$ cat src/rtl/riscv_pkg.sv
// Shared definitions for the five-stage RISC-V core: datapath width,
// ALU operation encodings, forwarding selects and writeback selects.
package riscv_pkg;

    localparam int XLEN = 32;

    // ALU operations driven on ALUControl
    localparam logic [3:0] ALU_ADD  = 4'b0000;
    localparam logic [3:0] ALU_SUB  = 4'b0001;
    localparam logic [3:0] ALU_AND  = 4'b0010;
    localparam logic [3:0] ALU_OR   = 4'b0011;
    localparam logic [3:0] ALU_SLT  = 4'b0101;
    localparam logic [3:0] ALU_XOR  = 4'b0111;
    localparam logic [3:0] ALU_SRL  = 4'b1001;
    localparam logic [3:0] ALU_SLL  = 4'b1010;
    localparam logic [3:0] ALU_SLTU = 4'b1011;

    // Operand forwarding selects
    localparam logic [1:0] FWD_RF  = 2'b00;
    localparam logic [1:0] FWD_WB  = 2'b01;
    localparam logic [1:0] FWD_MEM = 2'b10;

    // Writeback result selects
    localparam logic [1:0] RES_ALU = 2'b00;
    localparam logic [1:0] RES_MEM = 2'b01;
    localparam logic [1:0] RES_PC4 = 2'b10;

endpackage

$ cat src/rtl/id_ex_stage_forward.sv
// EX-stage hazard detection: picks where each ALU operand comes from.
// The Memory stage is the youngest producer, so it wins over Writeback.
// x0 is hardwired to zero and is never forwarded.
module forward_unit (
    input  logic [4:0] Rs1E,
    input  logic [4:0] Rs2E,
    input  logic [4:0] RdM,
    input  logic [4:0] RdW,
    input  logic       RegWriteM,
    input  logic       RegWriteW,
    output logic [1:0] ForwardAE,
    output logic [1:0] ForwardBE
);
    import riscv_pkg::*;

    function automatic logic [1:0] fwd_sel(
        input logic [4:0] rs,
        input logic [4:0] rd_m,
        input logic       we_m,
        input logic [4:0] rd_w,
        input logic       we_w
    );
        logic [1:0] sel;
        sel = FWD_RF;
        if (we_m && (rd_m != 5'd0) && (rd_m == rs)) begin
            sel = FWD_MEM;
        end else if (we_w && (rd_w != 5'd0) && (rd_w == rs)) begin
            sel = FWD_WB;
        end
        return sel;
    endfunction

    // Per-operand forward selects, evaluated every cycle (including stalls)
    always_comb begin
        ForwardAE = fwd_sel(Rs1E, RdM, RegWriteM, RdW, RegWriteW);
        ForwardBE = fwd_sel(Rs2E, RdM, RegWriteM, RdW, RegWriteW);
    end

endmodule

$ cat src/rtl/id_ex_stage.sv
// ID/EX pipeline register plus EX operand selection. Holds the decoded
// instruction for one cycle, inserts bubbles on flush, holds on stall, and
// feeds the ALU with forwarded operands from the Memory/Writeback stages.
module id_ex_stage #(
    parameter int XLEN = riscv_pkg::XLEN
) (
    input  logic            clk,
    input  logic            reset_n,
    input  logic            StallE,
    input  logic            FlushE,
    input  logic [XLEN-1:0] RD1D,
    input  logic [XLEN-1:0] RD2D,
    input  logic [XLEN-1:0] ImmExtD,
    input  logic [XLEN-1:0] PCD,
    input  logic [XLEN-1:0] PCPlus4D,
    input  logic [4:0]      Rs1D,
    input  logic [4:0]      Rs2D,
    input  logic [4:0]      RdD,
    input  logic [3:0]      ALUControlD,
    input  logic            ALUSrcD,
    input  logic            RegWriteD,
    input  logic            MemWriteD,
    input  logic            JumpD,
    input  logic            BranchD,
    input  logic [1:0]      ResultSrcD,
    input  logic            ValidD,
    input  logic [XLEN-1:0] ALUResultM,
    input  logic [4:0]      RdM,
    input  logic            RegWriteM,
    input  logic [XLEN-1:0] ResultW,
    input  logic [4:0]      RdW,
    input  logic            RegWriteW,
    output logic [XLEN-1:0] SrcAE,
    output logic [XLEN-1:0] SrcBE,
    output logic [3:0]      ALUControlE,
    output logic [XLEN-1:0] WriteDataE,
    output logic [XLEN-1:0] ImmExtE,
    output logic [XLEN-1:0] PCE,
    output logic [XLEN-1:0] PCPlus4E,
    output logic [4:0]      RdE,
    output logic [4:0]      Rs1E,
    output logic [4:0]      Rs2E,
    output logic            RegWriteE,
    output logic            MemWriteE,
    output logic            JumpE,
    output logic            BranchE,
    output logic            ValidE,
    output logic [1:0]      ResultSrcE,
    output logic [1:0]      ForwardAE,
    output logic [1:0]      ForwardBE
);
    import riscv_pkg::*;

    typedef struct packed {
        logic [XLEN-1:0] rd1;
        logic [XLEN-1:0] rd2;
        logic [XLEN-1:0] imm;
        logic [XLEN-1:0] pc;
        logic [XLEN-1:0] pc4;
        logic [4:0]      rs1;
        logic [4:0]      rs2;
        logic [4:0]      rd;
        logic [3:0]      alu_ctrl;
        logic            alu_src;
        logic            reg_write;
        logic            mem_write;
        logic            jump;
        logic            branch;
        logic [1:0]      result_src;
        logic            valid;
    } ex_regs_t;

    ex_regs_t ex_q;
    ex_regs_t ex_d;

    logic [XLEN-1:0] fwd_a;
    logic [XLEN-1:0] fwd_b;

    function automatic logic [XLEN-1:0] fwd_mux(
        input logic [1:0]      sel,
        input logic [XLEN-1:0] rf,
        input logic [XLEN-1:0] wb,
        input logic [XLEN-1:0] mem
    );
        logic [XLEN-1:0] v;
        case (sel)
            FWD_WB:  v = wb;
            FWD_MEM: v = mem;
            default: v = rf;   // 2'b11 is never produced; fall back to RF
        endcase
        return v;
    endfunction

    // Next-state for the E bank: flush beats stall, stall beats load
    always_comb begin
        ex_d = ex_q;
        if (FlushE) begin
            ex_d          = '0;
            ex_d.alu_ctrl = ALU_ADD;
        end else if (!StallE) begin
            ex_d.rd1        = RD1D;
            ex_d.rd2        = RD2D;
            ex_d.imm        = ImmExtD;
            ex_d.pc         = PCD;
            ex_d.pc4        = PCPlus4D;
            ex_d.rs1        = Rs1D;
            ex_d.rs2        = Rs2D;
            ex_d.rd         = RdD;
            ex_d.alu_ctrl   = ALUControlD;
            ex_d.alu_src    = ALUSrcD;
            ex_d.reg_write  = RegWriteD;
            ex_d.mem_write  = MemWriteD;
            ex_d.jump       = JumpD;
            ex_d.branch     = BranchD;
            ex_d.result_src = ResultSrcD;
            ex_d.valid      = ValidD;
        end
    end

    // E register bank; reset loads the same all-zero bubble as a flush
    always_ff @(posedge clk) begin
        if (!reset_n) begin
            ex_q <= '0;
        end else begin
            ex_q <= ex_d;
        end
    end

    forward_unit u_forward (
        .Rs1E      (ex_q.rs1),
        .Rs2E      (ex_q.rs2),
        .RdM       (RdM),
        .RdW       (RdW),
        .RegWriteM (RegWriteM),
        .RegWriteW (RegWriteW),
        .ForwardAE (ForwardAE),
        .ForwardBE (ForwardBE)
    );

    // Operand muxes to the ALU, same cycle as the forward decision
    always_comb begin
        fwd_a = fwd_mux(ForwardAE, ex_q.rd1, ResultW, ALUResultM);
        fwd_b = fwd_mux(ForwardBE, ex_q.rd2, ResultW, ALUResultM);
    end

    assign SrcAE       = fwd_a;
    assign WriteDataE  = fwd_b;
    assign SrcBE       = ex_q.alu_src ? ex_q.imm : fwd_b;
    assign ALUControlE = ex_q.alu_ctrl;
    assign ImmExtE     = ex_q.imm;
    assign PCE         = ex_q.pc;
    assign PCPlus4E    = ex_q.pc4;
    assign RdE         = ex_q.rd;
    assign Rs1E        = ex_q.rs1;
    assign Rs2E        = ex_q.rs2;
    assign RegWriteE   = ex_q.reg_write;
    assign MemWriteE   = ex_q.mem_write;
    assign JumpE       = ex_q.jump;
    assign BranchE     = ex_q.branch;
    assign ValidE      = ex_q.valid;
    assign ResultSrcE  = ex_q.result_src;

endmodule

$ cat config.mk
export PLATFORM = sky130hd
export DESIGN_NAME = id_ex_stage
export DESIGN_NICKNAME = d
export VERILOG_FILES = /design/src/rtl/riscv_pkg.sv /design/src/rtl/id_ex_stage_forward.sv /design/src/rtl/id_ex_stage.sv
export SDC_FILE = /design/constraint.sdc
export NUM_CORES = 1
export LEC_CHECK = 0
export BUFFER_PORTS_ARGS = -buffer_cell sky130_fd_sc_hd__buf_2
export CAP_MARGIN = 20
export CORE_AREA = 5 5 187 189
export DETAILED_ROUTE_END_ITERATION = 8
export DIE_AREA = 0 0 192 194
export GPL_TIMING_DRIVEN = 0
export HOLD_SLACK_MARGIN = 0.1
export PLACE_DENSITY = 0.53
export SLEW_MARGIN = 15
export SYNTH_ARGS = -nofsm -noshare
export SYNTH_HDL_FRONTEND = slang
export SYNTH_HIERARCHICAL = 1
export SYNTH_SLANG_ARGS = --single-unit
$ cat constraint.sdc
create_clock -name clk -period 3.75 [get_ports clk]
set_clock_uncertainty 0.2 [all_clocks]
set_input_delay 0.375 -clock clk [delete_from_list [all_inputs] [get_ports clk]]
set_output_delay 0.375 -clock clk [all_outputs]
set_load 0.02 [all_outputs]
# == After elaboration in Yosys (flattened, before gate mapping) ==
# Cells that the tools add are included.
# word_totals
regBits,187
out_inout_bits,222
# classes
reduce_logical,9
n_eq_ne,8
muxes,7
n_bitwise,1
# op_table
cell,count
$pmux 32 s2,2
$mux 32,1
$eq 5x5->1,4
$reduce_bool 5->1,2
$logic_and 1x1->1,6
$eq 2x1->1 const B,2
$eq 2x2->1 const B,2
$mux 2,2
$mux 1,2
$reduce_or 2->1,1
$not 1->1,1

# == Depth between registers and ports, before layout ==
# logic_depth
depth_word,8
mapped_depth,10
ltp_nobuf,8

# == Hierarchy ==
# The synthesis kept the hierarchy.
# modules_own_cells
mod,seq_area_each_um2,instances,cells_per_inst,area_per_inst_um2
id_ex_stage,3743.6,1,1018,9469.1
forward_unit,0.0,1,34,257.7

# == Worst setup path after synthesis ==
# No wires, ideal clock.
# synth_path
kind,input-to-output
start,input port RdM[1]
end,output port SrcBE[0]
t_arrival_ps,3541
n_path_buf,2
cell_stages,10
setup_slack_ps,-366
required_time_ps,3175
path_cell_list,or4_1 o21ai_2 nor4_1 nor4_1 inv_1 ha_1 buf_4 buf_4 nor2b_1 o31ai_1
# synth_via
elab_chain_len,7
# synth_lines
element,line,rtl
start: declaration,id_ex_stage.sv:28,"input logic [4:0] RdM,"
$reduce_bool 5->1,id_ex_stage_forward.sv:25,if (we_m && (rd_m != 5'd0) && (rd_m == rs)) begin
$logic_and 1x1->1,id_ex_stage_forward.sv:25,
$logic_and 1x1->1 *,id_ex_stage_forward.sv:25,
$mux 2 *,id_ex_stage_forward.sv:25,
via ForwardBE[1],id_ex_stage.sv:50,output logic [1:0] ForwardBE
$eq 2x2->1 / $eq 2x1->1 (equally long branches),id_ex_stage.sv:86,case (sel)
$pmux 32 s2 *,id_ex_stage.sv:86,
$mux 32 *,id_ex_stage.sv:148,assign SrcBE = ex_q.alu_src ? ex_q.imm : fwd_b;
end: declaration,id_ex_stage.sv:34,"output logic [XLEN-1:0] SrcBE,"
# The timed path passes the listed nets; every way through them passes the cells marked *.

# == Worst setup path after layout ==
# layout_path
start,input port RdM[1]
end,output port SrcBE[30]
# layout_via
elab_chain_len,7
# layout_lines
element,line
$reduce_bool 5->1,id_ex_stage_forward.sv:25
$logic_and 1x1->1,id_ex_stage_forward.sv:25
$logic_and 1x1->1 *,id_ex_stage_forward.sv:25
$mux 2 *,id_ex_stage_forward.sv:25
$eq 2x2->1 / $eq 2x1->1 (equally long branches),id_ex_stage.sv:86
$pmux 32 s2 *,id_ex_stage.sv:86
$mux 32 *,id_ex_stage.sv:148
# Every way passes the cells marked *; elsewhere a longest branch is shown, timed or not.

==> summary.txt <==
Outcome
  – Outcome: finished, final reports clean

Cells and area
  – # fillers: approximately 3200
  – Nets: just over 2000
  – Share of layout cells above drive strength 1: 44.2%
  – Area Overhead vs Synth: 59.7%
  – Footprint of the multi-input gates: just under 5000 um^2
  – Sequential Area: 3740 um^2

Timing
  – Post-route clock period utilization: approximately 97%
  – Setup violators final: 0
  – Post-route setup slack: approximately 0.12 ns
  – Worst slew pin tran: roughly 0.87 ns
  – Min Tclk post-route: 3.63 ns
  – Fmax: 275 MHz
  – Slew headroom: about two fifths
  – Hold violation count in the final report: 0
  – Max Slew Vio Count: 0

Critical path
  – Worst Reg-to-Reg Cells: 4
  – Worst R2R Setup Slack: 2.15 ns
  – CP delay by family, top: buffers and inverters
  – CP Launch Type: input pin
  – Critical path buffer and inverter count: 6
  – Crit end category: output port
  – CP max stage cell: or4_1
  – CP Data Arrival Time: 3.06 ns
  – Crit-path cells: buf_2 -> or4_1 -> o21ai_4 -> nor4_4 -> buf_4 -> nor4_4 -> inv_1 -> ha_2 -> buf_6 -> buf_4 -> a221oi_2 -> o31ai_2 -> buf_2
  – Crit path required time: between 3 and 4 ns
  – WP depth: 13
  – Crit path launch: RdM[1]
  – R2r endpoint: ex_q[7]$_SDFFE_PP0N_
  – Worst path max stage delay: roughly 0.57 ns
  – CP endpoint: SrcBE[30]
  – Setup Crit Path Kind: input pin to output port
  – Worst r2r src: ex_q[7]$_SDFFE_PP0N_
  – Worst-path maximum fanout: 10

Global route
  – GRT Total Usage: a little over a fifth
  – Met1 Track Usage GR: about a quarter
  – M2 GR Usage: a little under two fifths
  – Vias in the first global route: about 10000
  – First-pass GRT wire length: between 60000 and 70000 um
  – Largest net degree at the start of global routing: 17
  – Initial antenna violation count: 17
  – Grt ovf: 0
  – Grt peak-use layer: met2
  – GR Util met3: under 10%

Floorplan
  – Area of the core: ~33000 um^2
  – Die X: between 150 and 200 um
  – IO Count: between 400 and 500
  – Die height: around 190 um
  – # rows: between 60 and 70
  – Die area: 37200 um^2
  – Initial Utilization: 29.4%

Clock network
  – CTS sink count: ~190
  – Clock-pin slew on the worst setup and hold paths: roughly 0.06 ns
  – CTS Buf Count: 17
  – CTS tree: yes
  – Max Root-Sink Buffers: 2
  – Clk_lat worst skew: 0.44 ns
  – CTS root buf: clkbuf_16
  – H-tree level count: 4

Placed design
  – RePlAce Congestion: approximately 0.81
  – PortBufs: just under 500
  – Pre-CTS setup slack: -0.763 ns
  – Dpl hpwl: 33300 um

Pwr
  – Leak: 0.00795 uW
  – Final Power: between 4000 and 5000 uW
  – PD cells: between 300 and 400 nW/um^2
  – Max IR drop VDD: 0.000294 V

Synthesis
  – Unique cell type count in the Yosys netlist: 25
  – Synth warn: 6
  – Synthesized area: a little under 10000 um^2
  – Sequential fraction of the synthesis area: about two fifths
  – Synth Instances: between 1000 and 1500
  – FF+latch count, synth: about 190
  – Syn_nets: around 1300
  – Syn Area/Cell: around 9 um^2

Detailed routing
  – Routed length per instance: about 19 um
  – Via Count: 9968
  – 1st-iter DRT viols: roughly 370
  – Routed Antenna Nets: 0
  – Vias per cell: roughly 4.5
  – Routed WL: 42200 um
  – Residual DRC: 0
  – Pre-antenna DRT Iters: 5

Worst hold path
  – HP Class: flip-flop to flip-flop

Flow run
  – Max_cap viols: 0
## worst min-delay path: stages (launching register included)
cell,delay (ns)
dfxtp_1,0.33
mux2i_1,0.07
nor2_1,0.07
## layout by cell type, fill, tap and decap left out, types with 16 or more instances in the layout
cell type,n
clkbuf_16,17
mux2i_1,187
dlygate4sd3_1,187
nand2_1,66
a221oi_2,30
nor2_1,220
buf_2,505
a22oi_1,31
buf_4,137
xnor2_1,16
o31ai_2,31
nor2b_1,30
dfxtp_1,186
o21ai_0,26
## Yosys cell counts, drive strengths merged
| master | number | area (um^2) |
|---|---|---|
| or4 | 2 | 15.0 |
| nor2 | 220 | 826 |
| nand2b | 1 | 6.26 |
| xor2 | 4 | 35.0 |
| clkbuf | 23 | 86.3 |
| a22oi | 32 | 240 |
| ha | 4 | 50.1 |
| nand2 | 66 | 248 |
| o31ai | 32 | 240 |
| nor4 | 4 | 25.0 |
| inv | 4 | 15.0 |
| nand3 | 2 | 10.0 |
| a221oi | 32 | 468 |
| xnor2 | 16 | 140 |
| nand4 | 2 | 12.5 |
| o21ai | 33 | 169 |
| dfxtp | 187 | 3740 |
| nor2b | 32 | 200 |
| buf | 169 | 1330 |
| mux2i | 187 | 1870 |
## sequential cells by signal (all words and copies together) (netlist names), 2 cells and up
register and cells:
PCPlus4E 32, PCE 32, RdE 5, ImmExtE 32, ResultSrcE 2, Rs2E 5, ALUControlE 4, ex_q 65
Rs1E 5
## where the power goes
group,internal (uW),leakage [uW],switching [uW]
Combinational,525,0.00614,530
Sequential,2050,0.00152,43.7
Clock,984,0.000280,857
## through the flow
stage / instances / instance area (um^2) / TNS, ns / hold slack (ns) / util [%]
after floorplan: 1052 / 9890 / -0.0233 / 0.263 / -
after global placement: 1987 / 12900 / -16.86 / 0.275 / 38.9
after detailed placement: 1987 / 12900 / -19.77 / 0.284 / 38.9
after CTS: 2208 / 15500 / 0 / 0.288 / 46.7
after global routing: 2217 / 15500 / -0.00384 / 0.302 / 46.9
final: 2218 / 15500 / 0 / 0.296 / 46.9
## cells by family after synthesis
logic type	count (synthesis)	share of synthesized area, %
compound gates	129	11.5
xor+xnor	20	1.80
fa+ha+maj	4	0.515
buf+inv	196	14.7
flops	187	38.5
mux	187	19.2
simple gates	329	13.8
## per-layer routing
metal | vias to the layer above | wire, um
met5 | - | 98
met4 | 18 | 1130
met3 | 75 | 3490
met2 | 364 | 20500
met1 | 4620 | 17000
li1 | 4891 | -
## area by class of cell
cell class / instances / share of cell area, %
Antenna cell: 6 / 0.0966
Buffer: 192 / 9.40
Clock buffer: 22 / 3.05
Clock inverter: 10 / 0.676
Inverter: 4 / 0.0966
Multi-Input combinational cell: 669 / 30.9
Sequential cell: 187 / 24.1
Tap cell: 448 / 3.61
Timing Repair Buffer: 680 / 28.0
## repair_timing
action,in CTS,in global routing
resized for setup,32,17
setup buffers,2,4
endpoints found under the setup margin,96,88
hold buffers,187,0
pin swaps,2,3
endpoints found under the hold margin,187,0
cloned,0,0
## worst min path at each step
stage	startpoint	end	slack, ns	cells past startpoint
after floorplan	ex_q[155]$_SDFFE_PP0N_	ex_q[155]$_SDFFE_PP0N_	0.26	2
after global placement	RegWriteE$_SDFFE_PP0N_	RegWriteE$_SDFFE_PP0N_	0.28	2
after detailed placement	ex_q[161]$_SDFFE_PP0N_	ex_q[161]$_SDFFE_PP0N_	0.28	2
after CTS	StallE	ex_q[177]$_SDFFE_PP0N_	0.29	4
after global routing	StallE	ex_q[178]$_SDFFE_PP0N_	0.30	4
final	ex_q[160]$_SDFFE_PP0N_	ex_q[160]$_SDFFE_PP0N_	0.30	2
(Power assumes the default switching activity.)
